## config.mk

```make
export PLATFORM = sky130hd
export DESIGN_NAME = conv_tile_instgen
export DESIGN_NICKNAME = d
export VERILOG_FILES = /design/src/rtl/conv_tile_instgen.sv
export SDC_FILE = /design/constraint.sdc
export NUM_CORES = 2
export LEC_CHECK = 0
export BUFFER_PORTS_ARGS = -buffer_cell sky130_fd_sc_hd__buf_2
export CAP_MARGIN = 30
export CORE_MARGIN = 1
export CORE_UTILIZATION = 45
export DETAILED_ROUTE_END_ITERATION = 10
export PLACE_DENSITY = 0.7
export SETUP_SLACK_MARGIN = 0.4
export SLEW_MARGIN = 20
export SYNTH_ARGS = -nofsm -noshare
export SYNTH_HDL_FRONTEND = slang
export SYNTH_SLANG_ARGS = --single-unit
```

## constraint.sdc

```tcl
create_clock -name clk -period 8.4 [get_ports clk]
set_input_delay 0 -clock clk [delete_from_list [all_inputs] [get_ports clk]]
set_output_delay 0 -clock clk [all_outputs]
set_load 0.01 [all_outputs]
```

## src/rtl/conv_tile_instgen.sv

```systemverilog
// Convolution instruction generator: walks the output plane in raster order per output-channel tile
// and issues one window instruction per output pixel over a valid/ready handshake.
//
// state | meaning
// IDLE  | waiting for a command, instgen_ready high
// INIT  | clear counters, load base addresses, validate config
// EXEC  | present instruction, advance on accept
// DONE  | one-cycle compute_done (and cfg_err on bad config)
module conv_tile_instgen #(
  parameter int ADDR_WIDTH = 32,
  parameter int DATA_WIDTH = 32,
  parameter int FRAM_AW    = 14,
  parameter int KRAM_AW    = 14,
  parameter int OC_TILE    = 8
) (
  input  logic                  clk,
  input  logic                  rst,
  input  logic [ADDR_WIDTH-1:0] feature_baseaddr,
  input  logic [ADDR_WIDTH-1:0] kernel_baseaddr,
  input  logic [ADDR_WIDTH-1:0] output_baseaddr,
  input  logic [DATA_WIDTH-1:0] feature_width,
  input  logic [DATA_WIDTH-1:0] feature_chin,
  input  logic [DATA_WIDTH-1:0] feature_chout,
  input  logic [7:0]            kernel_sizeh,
  input  logic [7:0]            kernel_sizew,
  input  logic [7:0]            stride_h,
  input  logic [7:0]            stride_w,
  input  logic [DATA_WIDTH-1:0] output_width,
  input  logic [DATA_WIDTH-1:0] output_height,
  input  logic                  has_bias,
  input  logic                  has_relu,
  input  logic                  csrcmd_valid,
  output logic                  instgen_ready,
  input  logic                  abort,
  output logic [FRAM_AW-1:0]    inst_feature_addr,
  output logic [KRAM_AW-1:0]    inst_kernel_addr,
  output logic [FRAM_AW-1:0]    inst_wb_addr,
  output logic [DATA_WIDTH-1:0] inst_wb_ch_offset,
  output logic [DATA_WIDTH-1:0] inst_chin,
  output logic [DATA_WIDTH-1:0] inst_chout,
  output logic [7:0]            inst_kernel_sizeh,
  output logic [7:0]            inst_kernel_sizew,
  output logic [DATA_WIDTH-1:0] inst_feature_width,
  output logic                  inst_has_bias,
  output logic                  inst_has_relu,
  output logic                  inst_valid,
  input  logic                  decoder_ready,
  output logic                  compute_done,
  output logic                  cfg_err,
  output logic [DATA_WIDTH-1:0] inst_count
);

  typedef enum logic [1:0] {IDLE, INIT, EXEC, DONE} state_t;

  localparam logic [DATA_WIDTH-1:0] OC_TILE_D = DATA_WIDTH'(OC_TILE);

  state_t state;

  logic [DATA_WIDTH-1:0] w_r, chin_r, chout_r, ow_r, oh_r;
  logic [DATA_WIDTH-1:0] kwords_r, row_step_r, plane_r;
  logic [7:0]            kh_r, kw_r, sh_r, sw_r;
  logic                  bias_r, relu_r;
  logic [FRAM_AW-1:0]    fbase_r, obase_r;
  logic [KRAM_AW-1:0]    kbase_r;

  logic [DATA_WIDTH-1:0] ox, oy, oc_base, chout_tile, count_r;
  logic [FRAM_AW-1:0]    row_addr, feat_addr, orow_addr, wb_addr, wb_base;
  logic [KRAM_AW-1:0]    kaddr;
  logic                  valid_r, ready_r, done_r, err_r;

  logic                  accept, more_x, more_y, more_t, cfg_bad;
  logic [DATA_WIDTH-1:0] oc_next, oc_rem;
  logic [FRAM_AW-1:0]    row_next, orow_next, wb_tile_base;
  logic [KRAM_AW-1:0]    k_next;

  always_comb begin
    accept       = valid_r && decoder_ready;
    more_x       = ({1'b0, ox} + 1'b1) < {1'b0, ow_r};
    more_y       = ({1'b0, oy} + 1'b1) < {1'b0, oh_r};
    more_t       = ({1'b0, oc_base} + {1'b0, OC_TILE_D}) < {1'b0, chout_r};
    oc_next      = oc_base + OC_TILE_D;
    oc_rem       = chout_r - oc_next;
    row_next     = row_addr + FRAM_AW'(row_step_r);
    orow_next    = orow_addr + FRAM_AW'(ow_r);
    wb_tile_base = wb_base + FRAM_AW'(OC_TILE_D) * FRAM_AW'(plane_r);
    k_next       = kaddr + KRAM_AW'(OC_TILE_D) * KRAM_AW'(kwords_r);
    cfg_bad      = (ow_r == '0) || (oh_r == '0) || (chout_r == '0) ||
                   (sh_r == '0) || (sw_r == '0);
  end

  always_ff @(posedge clk) begin
    if (rst) begin
      state      <= IDLE;
      w_r        <= '0;  chin_r   <= '0;  chout_r <= '0;
      ow_r       <= '0;  oh_r     <= '0;
      kwords_r   <= '0;  row_step_r <= '0; plane_r <= '0;
      kh_r       <= '0;  kw_r     <= '0;  sh_r    <= '0;  sw_r <= '0;
      bias_r     <= 1'b0; relu_r  <= 1'b0;
      fbase_r    <= '0;  obase_r  <= '0;  kbase_r <= '0;
      ox         <= '0;  oy       <= '0;  oc_base <= '0;
      chout_tile <= '0;  count_r  <= '0;
      row_addr   <= '0;  feat_addr <= '0; orow_addr <= '0;
      wb_addr    <= '0;  wb_base  <= '0;  kaddr   <= '0;
      valid_r    <= 1'b0;
      ready_r    <= 1'b1;
      done_r     <= 1'b0;
      err_r      <= 1'b0;
    end else begin
      done_r <= 1'b0;
      err_r  <= 1'b0;
      case (state)
        IDLE: begin
          if (csrcmd_valid) begin
            w_r        <= feature_width;
            chin_r     <= feature_chin;
            chout_r    <= feature_chout;
            ow_r       <= output_width;
            oh_r       <= output_height;
            kh_r       <= kernel_sizeh;
            kw_r       <= kernel_sizew;
            sh_r       <= stride_h;
            sw_r       <= stride_w;
            bias_r     <= has_bias;
            relu_r     <= has_relu;
            fbase_r    <= feature_baseaddr[2 +: FRAM_AW];
            kbase_r    <= kernel_baseaddr[2 +: KRAM_AW];
            obase_r    <= output_baseaddr[2 +: FRAM_AW];
            kwords_r   <= DATA_WIDTH'(kernel_sizeh) * DATA_WIDTH'(kernel_sizew) * feature_chin;
            row_step_r <= DATA_WIDTH'(stride_h) * feature_width;
            plane_r    <= output_width * output_height;
            count_r    <= '0;
            ready_r    <= 1'b0;
            state      <= INIT;
          end
        end
        INIT: begin
          ox         <= '0;
          oy         <= '0;
          oc_base    <= '0;
          row_addr   <= fbase_r;
          feat_addr  <= fbase_r;
          kaddr      <= kbase_r;
          wb_base    <= obase_r;
          orow_addr  <= obase_r;
          wb_addr    <= obase_r;
          chout_tile <= (chout_r > OC_TILE_D) ? OC_TILE_D : chout_r;
          if (abort) begin
            ready_r <= 1'b1;
            state   <= IDLE;
          end else if (cfg_bad) begin
            done_r <= 1'b1;
            err_r  <= 1'b1;
            state  <= DONE;
          end else begin
            valid_r <= 1'b1;
            state   <= EXEC;
          end
        end
        EXEC: begin
          if (accept) begin
            count_r <= count_r + 1'b1;
            if (more_x) begin
              ox        <= ox + 1'b1;
              feat_addr <= feat_addr + FRAM_AW'(sw_r);
              wb_addr   <= wb_addr + 1'b1;
            end else if (more_y) begin
              ox        <= '0;
              oy        <= oy + 1'b1;
              row_addr  <= row_next;
              feat_addr <= row_next;
              orow_addr <= orow_next;
              wb_addr   <= orow_next;
            end else if (more_t) begin
              ox         <= '0;
              oy         <= '0;
              oc_base    <= oc_next;
              chout_tile <= (oc_rem > OC_TILE_D) ? OC_TILE_D : oc_rem;
              kaddr      <= k_next;
              wb_base    <= wb_tile_base;
              orow_addr  <= wb_tile_base;
              wb_addr    <= wb_tile_base;
              row_addr   <= fbase_r;
              feat_addr  <= fbase_r;
            end else begin
              valid_r <= 1'b0;
              done_r  <= 1'b1;
              state   <= DONE;
            end
          end
          // abort overrides whatever the accept path decided, but the accept still counts
          if (abort) begin
            valid_r <= 1'b0;
            done_r  <= 1'b0;
            ready_r <= 1'b1;
            state   <= IDLE;
          end
        end
        DONE: begin
          ready_r <= 1'b1;
          state   <= IDLE;
        end
        default: begin
          valid_r <= 1'b0;
          ready_r <= 1'b1;
          state   <= IDLE;
        end
      endcase
    end
  end

  assign instgen_ready      = ready_r;
  assign inst_valid         = valid_r;
  assign compute_done       = done_r;
  assign cfg_err            = err_r;
  assign inst_count         = count_r;
  assign inst_feature_addr  = feat_addr;
  assign inst_kernel_addr   = kaddr;
  assign inst_wb_addr       = wb_addr;
  assign inst_wb_ch_offset  = plane_r;
  assign inst_chin          = chin_r;
  assign inst_chout         = chout_tile;
  assign inst_kernel_sizeh  = kh_r;
  assign inst_kernel_sizew  = kw_r;
  assign inst_feature_width = w_r;
  assign inst_has_bias      = bias_r;
  assign inst_has_relu      = relu_r;

  // Address bits outside the word-address window and upper product bits are intentionally dropped.
  logic unused_ok;
  assign unused_ok = ^{feature_baseaddr, kernel_baseaddr, output_baseaddr, kwords_r, row_step_r};

endmodule

```

==> results.toml <==
[final_layout]
multi_input_area_mm2 = 0.0349
final.fill_count = 9965
regArea_mm2 = 0.0108
drive_gt1_share_pct = 9.83
syn2layout_area_growth_pct = 17.3
nets = 7939

[synthesis]
synth_cells = 6205
synth_edf_count = 0
synth_area_mm2 = 0.0500
ys_seq_elements = 540
ys_types = 83
synth_nets = 7397
syn_avg_cell_area_um2 = 8.06
async_flop_share_pct = 0
dominantRegCellSynth = "dfxtp_1"
ys_seq_area_share_pct = 21.6
synth_area_leaders = "dfxtp_1 (22%), fa_1 (21%), ha_1 (9.5%)"
yosys.area.top_type = "dfxtp_1"
yosys_warnings = 0
netlist.area_leader.share_pct = 21.6

[setup_path]
endpoint_kind = "flip-flop"
crit_buf_inv = 8
worst-endpoint-arrival_ns = 8.17
cpPeakStageDelay_ns = 0.55
required_ns = 8.95
cpMaxStageDelayCell = "fa_1"
cp_max_fo = 19
start_kind = "input pin"
critPathKind = "input pin to flip-flop"
critPathTopFamily = "adder cells"

[global_routing]
grtUsageTotal_pct = 27.1
grt_overflow = 0
antenna_found_initial = 9
grt_pass1_wl_um = 244000
grt_pass1_vias = 45200
grt_start_max_net_pins = 185

[timing]
finalSetupTns_ns = 0
rsz0062_at_grt = "no"
fin_crit_sh_pct = 90.7
timing.hold.ws_ns = 0.0574
worst_slew_pin_slew_ns = 1.34
layout_min_cycle_time_ns = 7.62
slew_viol_final = 0
fmax_ghz = 0.131
max_slew_margin_pct = 10.4
finalSetupViolCount = 0
fin_skew_ns = 0.0364
final-hold-violation-count = 0

[routing]
wl_per_cell_um = 18.5
via_count = 44700
met2WireLength_um = 71700
dr.pass1.iters = 6
drc = 0
vias_per_cell = 5.39
wl_um = 153000
wl_met1_um = 62700
antenna_left = 0
dr.max_layer_used = "met5"
first_iter_violations = 3523
wl_met3_um = 13100

[pwr]
power_per_cell_area_mw_per_mm2 = 454
irDropWorstVdd_mv = 1.21
leakagePower_uw = 0.0269

[floorplan]
core_mm2 = 0.109
num_rows = 121
die_x_um = 335
die_area_mm2 = 0.112
ioPinCount = 519
start_util_pct = 45.7
die_h_um = 335

[clocking]
cts_tree = "built"
cts_setup_buffers = 0
clockBufferDepth = 3
clock_latency_ns = 0.64
h-tree-depth = 3
cts_root_buffer = "clkbuf_16"
cts_buffers = 66
cts.clk_slew.worst_paths_ns = 0.06
clock_sinks = 540

[job]
cap_violations = 0

[hold_path]
hold_path_class = "input pin to flip-flop"

[placement]
place.gp.congestion = 0.943
portBuffers = 464
dp_hpwl_um = 110000

[run_status]
status = "finished clean"
final timing paths:
| path | slack, ns | start | end | depth (start not counted) |
|---|---|---|---|---|
| setup / recovery | 0.78 | kernel_sizeh[0] | kwords_r[10]$_SDFFE_PP0P_ | 31 |
| setup reg to reg | 1.97 | oc_base[3]$_SDFFE_PP0P_ | inst_kernel_addr[13]$_SDFFE_PP0P_ | 22 |
| hold reg to reg | 0.45 | inst_wb_ch_offset[26]$_SDFFE_PP0P_ | inst_wb_ch_offset[26]$_SDFFE_PP0P_ | 2 |
| hold / removal | 0.06 | output_height[6] | oh_r[6]$_SDFFE_PP0P_ | 4 |
what timing repair did:
action	in CTS	in global routing
hold buffers	296	0
gates resized for setup	0	3
endpoints found under the setup margin	0	1
endpoints found under the hold margin	268	0
synth_stat cells, types with 129 or more instances:
library cell	instances
o21ai_0	129
nand2_1	1144
clkbuf_1	284
dfxtp_1	540
and2_1	385
xnor2_1	240
ha_1	378
nor2_1	262
nand3_1	134
a21oi_1	543
fa_1	519
inv_1	814
logic make-up (layout without fill, tap and decap cells):
| group | Yosys count | after routing | share of synthesized area [%] |
|---|---|---|---|
| adders and majority gates | 897 | 897 | 30.2 |
| xor gates and xnor gates | 332 | 332 | 5.81 |
| AOI/OAI and AO/OA | 1018 | 1018 | 12.3 |
| DFF | 540 | 540 | 21.6 |
| muxes | 20 | 20 | 0.418 |
| other | 2 | 13 | 0.0150 |
| and+or+nand+nor | 2250 | 2250 | 21.0 |
| buffers and inverters | 1146 | 1737 | 8.70 |
through the flow:
stage / cell area (um^2) / power, uW / cells / setup WS (ns) / utilization (%)
floorplan: 50000 / 18300 / 6205 / 0.862 / -
detailed placement: 53400 / 23300 / 7857 / 0.584 / 48.8
global route: 58700 / 29600 / 8276 / 0.420 / 53.6
global placement: 53300 / 23100 / 7855 / 0.606 / 48.7
CTS: 58600 / 26600 / 8270 / 0.718 / 53.5
finish: 58700 / 26600 / 8283 / 0.779 / 53.6
worst register-to-register path, stage by stage (launching register included):
cell,delay [ns]
dfxtp_1,0.46
ha_1,0.28
nand3_1,0.16
inv_1,0.13
nand3_1,0.16
or2_2,0.40
nor2_1,0.34
nand3_1,0.20
nor2_1,0.23
nand2_1,0.10
xnor2_1,0.28
ha_1,0.35
inv_1,0.15
o21bai_1,0.09
a2111oi_0,0.47
o32ai_1,0.19
a221oi_2,0.56
nor4b_4,0.43
a21o_2,0.53
buf_12,0.27
nand4_1,0.14
mux2_2,0.30
o311ai_0,0.09
power breakdown:
part	switching [uW]	total [uW]	internal (uW)
Clock	1220	3010	1790
Sequential	179	2980	2800
Combinational	11800	20600	8780
Total	13200	26600	13400
final cells by class:
| type | instances | share of cell area, % |
|---|---|---|
| clock inverter | 31 | 0.680 |
| tap | 1476 | 3.15 |
| sequential | 540 | 18.4 |
| inverter | 814 | 5.21 |
| antenna | 11 | 0.0469 |
| multi-input combinational | 4519 | 59.5 |
| clock buffer | 86 | 3.17 |
| timing repair buffer | 806 | 9.79 |
cell usage in the layout (no fill, tap or decap), types with 29 or more instances in the layout:
cell / instances
fa_1: 519
a21o_1: 50
nand4_1: 41
inv_1: 812
dlygate4sd3_1: 296
buf_4: 39
and3_1: 78
a211oi_1: 52
nand2_1: 1143
xor2_1: 92
ha_1: 377
nor4_1: 35
a21oi_1: 541
nand3_1: 134
buf_2: 462
clkbuf_16: 67
nor3_1: 55
nor2b_1: 29
a311oi_1: 30
and2_1: 384
dfxtp_1: 540
o21ai_0: 128
nor2_1: 260
xnor2_1: 239
a31oi_1: 32
state kept, by name (all words and copies together) (netlist names), 29 cells and up:
signal	count
inst_wb_ch_offset	32
ow_r	32
inst_feature_width	32
oy	32
inst_count	32
chout_r	32
inst_chin	32
oh_r	32
oc_base	29
ox	32
inst_chout	32
routing by layer:
layer,GRT usage [%],vias up
met1,34.3,21600
met2,44.6,1686
met5,0.478,-
li1,-,21000
met4,10.5,2
met3,6.41,369
Note: power is estimated with default switching activity, not from simulation.
